File: config.mk
export PLATFORM = sky130hd
export DESIGN_NAME = bus_arbiter
export DESIGN_NICKNAME = d
export VERILOG_FILES = /design/src/rtl/bus_pkg.sv /design/src/rtl/rr_arbiter2.sv /design/src/rtl/bus_arbiter.sv
export SDC_FILE = /design/constraint.sdc
export NUM_CORES = 1
export LEC_CHECK = 0
export ABC_AREA = 1
export CORE_MARGIN = 3
export CORE_UTILIZATION = 25
export CTS_CLUSTER_SIZE = 12
export DETAILED_ROUTE_END_ITERATION = 8
export PLACE_DENSITY = 0.64
export SYNTH_ARGS = -nofsm -noshare
export SYNTH_HDL_FRONTEND = slang
export SYNTH_HIERARCHICAL = 1
export SYNTH_SLANG_ARGS = --single-unit
File: constraint.sdc
create_clock -name clk -period 2.6 [get_ports clk]
set_input_delay 0.26 -clock clk [delete_from_list [all_inputs] [get_ports clk]]
set_output_delay 0.26 -clock clk [all_outputs]
set_load 0.02 [all_outputs]
File: src/rtl/bus_pkg.sv
// Shared definitions for the two-master bus arbiter: FSM states, master id, default widths.
// Latency: n/a (types and constants only).
// Backpressure: n/a.
package bus_pkg;

  localparam int ADDR_W_DEF = 32;
  localparam int DATA_W_DEF = 32;

  typedef enum logic [1:0] {
    IDLE   = 2'd0,
    ACCESS = 2'd1,
    RESP   = 2'd2
  } state_t;

  // Master id: 0 = CPU core, 1 = DMA/debug loader.
  typedef logic mid_t;

  localparam mid_t M0 = 1'b0;
  localparam mid_t M1 = 1'b1;

endpackage

File: src/rtl/rr_arbiter2.sv
// Two-way round-robin picker: chooses which requesting master wins this arbitration.
// Latency: purely combinational, zero cycles.
// Backpressure: none; the caller decides when the winner is used.
// Ports: req[1:0] request per master; last = master granted most recently; winner = chosen master.
module rr_arbiter2
  import bus_pkg::*;
(
  input  logic [1:0] req,
  input  mid_t       last,
  output mid_t       winner
);

  always_comb begin
    winner = M0;
    if (req == 2'b11) begin
      // Tie: the master that did not win last time goes next.
      winner = mid_t'(~last);
    end else if (req[1]) begin
      winner = M1;
    end
  end

endmodule

File: src/rtl/bus_arbiter.sv
// Arbitrates two masters onto one shared slave bus, one transaction at a time.
// Latency: req sampled in IDLE at edge N -> s_valid in cycle N+1 -> done in cycle N+2; one txn per 3 cycles.
// Backpressure: a losing or late master simply keeps req high; requests are only sampled in IDLE.
// Ports: clk/reset (async, active low); per-master req, wr_en, addr, wdata in and done, rdata out;
//        shared slave bus s_valid, s_wr_en, s_addr, s_wdata out and s_rdata in; busy/owner status.
module bus_arbiter
  import bus_pkg::*;
#(
  parameter int ADDR_W = ADDR_W_DEF,
  parameter int DATA_W = DATA_W_DEF
) (
  input  logic              clk,
  input  logic              reset,
  input  logic              m0_req,
  input  logic              m0_wr_en,
  input  logic [ADDR_W-1:0] m0_addr,
  input  logic [DATA_W-1:0] m0_wdata,
  output logic              m0_done,
  output logic [DATA_W-1:0] m0_rdata,
  input  logic              m1_req,
  input  logic              m1_wr_en,
  input  logic [ADDR_W-1:0] m1_addr,
  input  logic [DATA_W-1:0] m1_wdata,
  output logic              m1_done,
  output logic [DATA_W-1:0] m1_rdata,
  output logic              s_valid,
  output logic              s_wr_en,
  output logic [ADDR_W-1:0] s_addr,
  output logic [DATA_W-1:0] s_wdata,
  input  logic [DATA_W-1:0] s_rdata,
  output logic              busy,
  output logic              owner
);

  state_t            state_q, state_d;
  mid_t              owner_q, owner_d;
  mid_t              last_q, last_d;
  logic              wr_q, wr_d;
  logic [ADDR_W-1:0] addr_q, addr_d;
  logic [DATA_W-1:0] wdata_q, wdata_d;
  logic [DATA_W-1:0] m0_rdata_q, m0_rdata_d;
  logic [DATA_W-1:0] m1_rdata_q, m1_rdata_d;
  mid_t              winner;

  rr_arbiter2 u_rr (
    .req    ({m1_req, m0_req}),
    .last   (last_q),
    .winner (winner)
  );

  always_comb begin
    state_d    = state_q;
    owner_d    = owner_q;
    last_d     = last_q;
    wr_d       = wr_q;
    addr_d     = addr_q;
    wdata_d    = wdata_q;
    m0_rdata_d = m0_rdata_q;
    m1_rdata_d = m1_rdata_q;
    case (state_q)
      IDLE: begin
        if (m0_req || m1_req) begin
          // Latch the winner's command so later changes on its inputs are ignored.
          owner_d = winner;
          last_d  = winner;
          wr_d    = (winner == M1) ? m1_wr_en : m0_wr_en;
          addr_d  = (winner == M1) ? m1_addr  : m0_addr;
          wdata_d = (winner == M1) ? m1_wdata : m0_wdata;
          state_d = ACCESS;
        end
      end
      ACCESS: begin
        // s_rdata is combinational from the interconnect; capture it as ACCESS ends.
        if (!wr_q) begin
          if (owner_q == M1) begin
            m1_rdata_d = s_rdata;
          end else begin
            m0_rdata_d = s_rdata;
          end
        end
        state_d = RESP;
      end
      RESP: begin
        state_d = IDLE;
      end
      default: begin
        state_d = IDLE;
      end
    endcase
  end

  always_ff @(posedge clk or negedge reset) begin
    if (!reset) begin
      state_q    <= IDLE;
      owner_q    <= M0;
      // Pointer starts at m1 so m0 wins the first tie.
      last_q     <= M1;
      wr_q       <= 1'b0;
      addr_q     <= '0;
      wdata_q    <= '0;
      m0_rdata_q <= '0;
      m1_rdata_q <= '0;
    end else begin
      state_q    <= state_d;
      owner_q    <= owner_d;
      last_q     <= last_d;
      wr_q       <= wr_d;
      addr_q     <= addr_d;
      wdata_q    <= wdata_d;
      m0_rdata_q <= m0_rdata_d;
      m1_rdata_q <= m1_rdata_d;
    end
  end

  // All outputs decode from flops, so reset clears them without waiting for a clock edge.
  assign s_valid  = (state_q == ACCESS);
  assign s_wr_en  = s_valid && wr_q;
  assign s_addr   = addr_q;
  assign s_wdata  = wdata_q;
  assign busy     = (state_q != IDLE);
  assign owner    = owner_q;
  assign m0_done  = (state_q == RESP) && (owner_q == M0);
  assign m1_done  = (state_q == RESP) && (owner_q == M1);
  assign m0_rdata = m0_rdata_q;
  assign m1_rdata = m1_rdata_q;

endmodule

Word-level counts from Yosys, hierarchy flattened
Index checks and enable logic that the tools add are counted.
{"block": "word_totals", "output_inout_bits": 134, "register_bits": 133, "ram_bits": 0, "latchBits": 0, "memories": 0, "word_cells": 31, "input_bits": 166, "mem_bits_ro": 0}
{"block": "classes", "bitwise_logic": 3, "eq_ne": 4, "mux": 7, "multipliers": 0, "shifts": 0, "reduce_logical": 9, "n_addsub": 0, "div_mod_pow": 0, "n_lt_le_gt_ge": 0}
{"op": "$mux W32", "n": 2}
{"op": "$reduce_and A3 Y1", "n": 2}
{"op": "$eq A2 B2 Y1 const B", "n": 2}
{"op": "$pmux W2 S2", "n": 1}
{"op": "$logic_and A1 B1 Y1", "n": 3}
{"op": "$mux W1", "n": 3}
{"op": "$not A1 Y1", "n": 3}
{"op": "$eq A2 B1 Y1 const B", "n": 1}
{"op": "$logic_not A2 Y1", "n": 1}
{"op": "$mux W2", "n": 1}
{"op": "$ne A2 B2 Y1 const B", "n": 1}
{"op": "$reduce_and A2 Y1", "n": 1}
{"op": "$reduce_bool A2 Y1", "n": 1}
{"op": "$logic_or A1 B1 Y1", "n": 1}

Longest topological paths before layout
Gate-level depths: netlist (run 1).
{"block": "logic_depth", "ltp_word": 3, "mapped_depth": 8, "ltp_nobuf": 6}

Hierarchy
Netlist (run 1), hierarchy kept.
{"mod": "bus_arbiter", "cells_each": 791, "instances": 1, "area_per_inst_um2": 6140.9, "seq_area_each_um2": 3329.4}
{"mod": "rr_arbiter2", "cells_each": 2, "instances": 1, "area_per_inst_um2": 12.5, "seq_area_each_um2": 0.0}

Least setup slack after synthesis (run 1)
OpenSTA, ideal clock, no wires.
{"block": "synth_timing", "kind": "reg-to-output", "start": "register owner_q, in the netlist owner", "end": "output m1_done", "setup_slack_ns": 0.963, "stages_incl_launch_ff": 5, "t_required_ns": 2.340, "path_buffers": 2, "arrival_time_ns": 1.377, "path_cell_list": "dfrtp_1 > buf_2 > inv_2 > clkbuf_1 > nor3_1"}
{"block": "synth_via", "elab_chain_len": 1}
{"item": "start: declaration", "line_no": "bus_arbiter.sv:36", "text": "mid_t owner_q, owner_d;"}
{"item": "start signal: assignment", "line_no": "bus_arbiter.sv:105", "text": "owner_q <= owner_d;"}
{"item": "$logic_and A1 B1 Y1", "line_no": "bus_arbiter.sv:123", "text": "assign m1_done = (state_q == RESP) && (owner_q == M1);"}
{"item": "end: declaration", "line_no": "bus_arbiter.sv:24", "text": "output logic m1_done,"}
No other way between the ends.

Worst setup path in the final report (run 1)
{"block": "layout_timing", "start": "register owner_q, in the netlist owner", "end": "output owner"}
{"item": "end: declaration", "line_no": "bus_arbiter.sv:32", "text": "output logic owner"}
No word-level cell between the ends.

==> results of run 1 <==
==> cells in the mapped netlist (all sizes together) <==
| master | count | share of area (%) |
|---|---|---|
| nand4 | 64 | 6.5 |
| a21oi | 1 | 0.14 |
| nand2 | 393 | 24 |
| clkbuf | 17 | 1.0 |
| o21ai | 66 | 5.4 |
| dfrtp | 132 | 54 |
| nor3 | 3 | 0.24 |
| dfstp | 1 | 0.43 |
| nor2 | 5 | 0.43 |
| inv | 71 | 4.3 |
| buf | 38 | 3.6 |
| nand3 | 2 | 0.16 |
==> cell families after synthesis <==
group	count (synthesis)	synth area share, %
simple gates	467	31.3
compound gates	67	5.57
flops	133	54.1
buf+inv	126	9.01
==> worst reg2reg max path: stages, from the launching register on <==
cell     delay, ns
dfrtp_1       0.39
inv_2         0.06
buf_4         0.52
nand3_1       0.18
buf_4         0.29
nand2_1       0.11
nand2_1       0.06
==> final cells by class <==
cell class | instances | area [um2] | share of cell area (%)
clock buffers | 18 | 429 | 4.26
clock inverters | 12 | 206 | 2.05
inverters | 71 | 267 | 2.65
multi-input cells | 534 | 2290 | 22.8
flip-flops and latches | 133 | 3330 | 33.0
well taps | 319 | 399 | 3.96
repair buffers | 316 | 3150 | 31.3
==> where the power goes <==
group	switching [mW]	total, mW	internal, mW	leakage [nW]
Clock	0.929	2.63	1.70	0.306
Sequential	0.600	3.69	3.09	1.64
Combinational	3.53	6.12	2.59	2.95
==> repair_timing <==
action                    4_1_cts  5_1_grt
hold buffers                    1        0
gates resized for setup         0        0
hold endpoints to repair       40        0
==> metrics by stage <==
stage	hold slack (ns)	utilization (%)	cell area, um2	instances	total power, mW
floorplan	-0.0356	-	6150	793	6.90
global placement	0.205	39.6	9430	1372	9.84
detailed placement	0.201	39.6	9430	1372	9.91
CTS	0.325	42.3	10100	1403	12.6
global route	0.344	42.3	10100	1403	13.3
finish	0.327	42.3	10100	1403	12.4
==> layer usage <==
| layer | part of all wire (%) | global-route usage [%] |
|---|---|---|
| met5 | 0 | 0 |
| met4 | 1.1 | 3.61 |
| met3 | 11 | 7.07 |
| met2 | 46 | 24.4 |
| met1 | 42 | 18.1 |
==> path summary, 6_finish.rpt <==
path | depth (start not counted) | end | startpoint | slack, ns
max in group asynchronous | 3 | s_wdata[24] | reset | 1.40
worst min register to register | 2 | m1_rdata[9] | m1_rdata[9] | 0.47
worst min-delay path | 2 | m0_rdata[13] | reset | 0.33
worst max register to register | 6 | m0_rdata[30] | wr_q | 0.88
min in group clk | 3 | m1_rdata[28] | s_rdata[28] | 0.44
worst max-delay path | 2 | owner | owner | 0.42
==> flip-flops by register name, summed over array words and instances (netlist names) <==
| register | cells |
|---|---|
| s_addr | 32 |
| m0_rdata | 32 |
| owner | 1 |
| m1_rdata | 32 |
| state_q | 2 |
| s_wdata | 32 |
| wr_q | 1 |
| last_q | 1 |
==> impl_metrics.csv, run 1 <==
group,metric,value,unit
synthesis,synth-seq-area-share,54.1,%
layout,antenna_cells,0,
sta,grt_setup_unrepaired,"false",
synthesis,synth_cells,793,
placement,pre_cts_slack,0.740,ns
critical_path,cp_top_family,"buffers and inverters",
critical_path,cp.required,2.34,ns
layout,synthToLayoutAreaGrowth,63.7,%
global_route,grt_pass1_vias,5932,
critical_path,crit_fanout,33,
global_route,antenna_found_initial,0,
die,die_area,0.0265,mm2
global_route,grt_pass1_wl,31.7,mm
critical_path,path_buf_inv,2,
detailed_routing,via_per_inst,4.34,
die,die_h,163,um
clock_network,cts-root-buf,"clkbuf_16",
sta,tightest_slew,0.685,ns
hold_path,hold_class,"in -> async",
layout,fill_cells,2403,
global_route,grt_usage,15.0,%
sta,final.setup.tns,0,ns
global_route,grt_overflow,0,
power_and_ir_drop,power_density,1230,mW/mm2
critical_path,path_cells,"buf_4 > clkdlybuf4s50_1",
die,num_rows,56,
synthesis,ys_warn_count,6,
sta,post-route-period-util,83.9,%
clock_network,cts_max_level,4,
synthesis,ys_seq_elements,133,
detailed_routing,first_iter_violations,378,
clock_network,tritoncts,"done",
die,ios,300,
sta,fin_skew,0.0113,ns
clock_network,clk_path_buf_depth,2,
detailed_routing,num_vias,6084,
detailed_routing,drt-total-wl,20.2,mm
global_route,grt_max_degree,93,
clock_network,clkTransAtPathRegs,0.06,ns
placement,io_buffers,299,
die,fp.coreArea,0.0238,mm2
die,die_x,163,um
sta,slew_headroom,54.3,%
sta,slew_viol_final,0,
detailed_routing,route.detailed.drc,0,
clock_network,clkSinkCount,133,
clock_network,numCtsBuffers,17,
detailed_routing,postRouteAntennaNets,0,
clock_network,post_cts_buffers,0,
critical_path,arrival,1.92,ns
layout,final_common_cell,"nand2_1",
die,initial_core_util,25.8,%
layout,final_cell_mix,"nand2_1, clkdlybuf4s50_1, dfrtp_1",
critical_path,startpoint_type,"flip-flop",
critical_path,slowest_stage,"clkdlybuf4s50_1",
layout,drive_gt1_share,5.17,%
synthesis,ys_types,18,
sta,worst_slack,0.419,ns
run_status,outcome,"completed",
synthesis,netlist_area,0.00615,mm2
sta,hold_viol,0,
sta,setup_violations,0,
power_and_ir_drop,vdd_drop_max,0.403,mV
detailed_routing,wl_per_cell,14.4,um
clock_network,clk-insertion-delay-late,0.42,ns
job,max-cap-violations,0,
critical_path,endpoint_kind,"output port",
critical_path,critPathMaxStageDelay,0.68,ns
sta,fmax,458,MHz
detailed_routing,dr.pass1.iters,5,
sta,period_needed,2.18,ns
power_and_ir_drop,p_leak,4.89,nW
placement,place_congestion,0.771,
layout,nets,1239,
placement,hpwlAfterDp,14.6,mm
synthesis,synth_nets,959,
critical_path,critPathKind,"reg -> out",
synthesis,avgSynthCellArea,7.76,um2
(Power assumes the default switching activity.)
==> run 2: changes to the inputs <==
clock period = 2.1 ns   (was 2.6 ns; I/O delays follow)
==> run 2 against run 1 <==
  * Critical path type unchanged
  * Global-route usage fell by 0.21 points
  * Largest power group unchanged
  * Non-clock buffer count is 1 higher
  * Sequential share of layout area shrank 0.18 points
  * Clock-buffer cell count up 5
  * Flip-flop and latch count unchanged
  * Combinational power increased by 26%
  * Register-to-register slack lost 0.41 ns
==> impl_metrics.csv, run 2 (synthesized netlist as in run 1, its figures left out) <==
group,metric,value,unit
sta,slew_viol_final,0,
critical_path,critPathMaxStageDelay,0.65,ns
sta,setup_violations,0,
die,die_area,0.0265,mm2
clock_network,clk_path_buf_depth,2,
global_route,grt_pass1_vias,5813,
layout,final_cell_mix,"nand2_1, clkdlybuf4s50_1, dfrtp_1",
die,die_x,163,um
sta,tightest_slew,0.377,ns
die,fp.coreArea,0.0238,mm2
global_route,grt_overflow,0,
layout,final_common_cell,"nand2_1",
clock_network,clk-insertion-delay-late,0.40,ns
detailed_routing,route.detailed.drc,0,
layout,antenna_cells,0,
placement,post_dp_cell_area,0.00951,mm2
power_and_ir_drop,p_leak,4.93,nW
clock_network,numCtsBuffers,17,
sta,period_needed,1.98,ns
placement,place_congestion,0.765,
die,ios,300,
critical_path,arrival,1.77,ns
layout,stdcell_area,0.0101,mm2
critical_path,cp_top_family,"buffers and inverters",
detailed_routing,num_vias,5999,
global_route,antenna_found_initial,0,
layout,nets,1240,
sta,fin_skew,0.00583,ns
critical_path,critPathKind,"reg -> out",
clock_network,cts_max_level,4,
power_and_ir_drop,power_density,1510,mW/mm2
layout,multi_input_area,0.00230,mm2
sta,hold_viol,0,
placement,pre_cts_slack,0.286,ns
placement,io_buffers,299,
die,die_h,163,um
die,initial_core_util,25.8,%
detailed_routing,drt-total-wl,20.0,mm
layout,drive_gt1_share,5.52,%
critical_path,startpoint_type,"flip-flop",
detailed_routing,wl_per_cell,14.3,um
clock_network,clkTransAtPathRegs,0.06,ns
die,num_rows,56,
critical_path,endpoint_kind,"output port",
detailed_routing,dr.pass1.iters,4,
critical_path,cp.required,1.89,ns
layout,synthToLayoutAreaGrowth,64.6,%
clock_network,post_cts_buffers,0,
global_route,grt_pass1_wl,31.4,mm
sta,fmax,506,MHz
sta,worst_slack,0.123,ns
clock_network,cts-root-buf,"clkbuf_16",
sta,final.setup.tns,0,ns
layout,fill_cells,2412,
clock_network,clkSinkCount,133,
sta,grt_setup_unrepaired,"false",
placement,hpwlAfterDp,14.5,mm
global_route,grt_max_degree,93,
run_status,outcome,"completed",
critical_path,slowest_stage,"clkdlybuf4s50_1",
global_route,grt_usage,14.8,%
layout,regArea,0.00333,mm2
detailed_routing,first_iter_violations,359,
job,max-cap-violations,0,
detailed_routing,postRouteAntennaNets,0,
power_and_ir_drop,vdd_drop_max,0.559,mV
hold_path,hold_class,"in -> async",
detailed_routing,via_per_inst,4.27,
power_and_ir_drop,fin_total_pwr,15.3,mW
critical_path,path_cells,"inv_2 > nor2_4 > clkdlybuf4s50_1",
sta,post-route-period-util,94.1,%
sta,slew_headroom,74.9,%
critical_path,crit_fanout,4,
critical_path,path_buf_inv,2,
clock_network,tritoncts,"done",
## run 2: cell count changes in the layout (fill, tap and decap cells not counted), moves of 2 or more
cell,change
buf_12,+6
buf_4,-5
bufinv_16,-4
clkbuf_8,+6
clkdlybuf4s50_1,-3
clkinv_4,-2
clkinvlp_4,+4
dlygate4sd2_1,+2
## run 2: final cells by class
class | count | share of cell area (%)
flip-flops and latches | 133 | 32.9
clock buffers | 23 | 5.02
inverters | 71 | 2.63
multi-input cells | 534 | 22.7
repair buffers | 317 | 31.9
well taps | 319 | 3.94
clock inverters | 9 | 0.926
## run 2: power by group
part | switching, mW | internal (mW) | leakage [nW]
combinational | 4.41 | 3.34 | 3.01
clock | 1.15 | 1.83 | 0.280
sequential | 0.739 | 3.83 | 1.64
## run 2: worst paths after layout
path / start / end / slack [ns] / cells after the start
min in group clk: s_rdata[2] / m1_rdata[2] / 0.41 / 3
min reg2reg: m0_rdata[2] / m0_rdata[2] / 0.47 / 2
max reg2reg: state_q[0] / m1_rdata[22] / 0.47 / 7
max in group asynchronous: reset / s_addr[5] / 1.32 / 3
min: reset / m0_rdata[13] / 0.20 / 2
max: state_q[0] / s_valid / 0.12 / 3
## run 2: per-stage QoR
step                      util [%]  hold WS [ns]  cells
after floorplan                  -       -0.0856    793
after global placement        39.9        0.0512   1373
after detailed placement      39.9        0.0482   1373
after CTS                     42.5         0.180   1406
after global routing          42.5         0.190   1406
final                         42.5         0.203   1406
## run 2: metal layers
metal,GRT usage [%],share of wire (%),vias to the layer above
met3,6.13,11,19
met4,4.42,1.6,0
met1,18.4,42,2679
met5,0,0,-
met2,23.6,46,254
li1,-,-,3047
## run 2: worst register-to-register path, stage by stage (launching register included)
cell     delay [ns]
dfrtp_1        0.45
inv_2          0.09
nor2_4         0.17
buf_12         0.25
nand3_1        0.15
buf_4          0.25
nand2_1        0.11
nand2_1        0.05
## run 2: timing repair
item                       CTS  global route
gates resized for setup      2             2
gates cloned                 0             0
hold buffers                 1             0
setup endpoints to repair    2             2
hold endpoints to repair   132             0
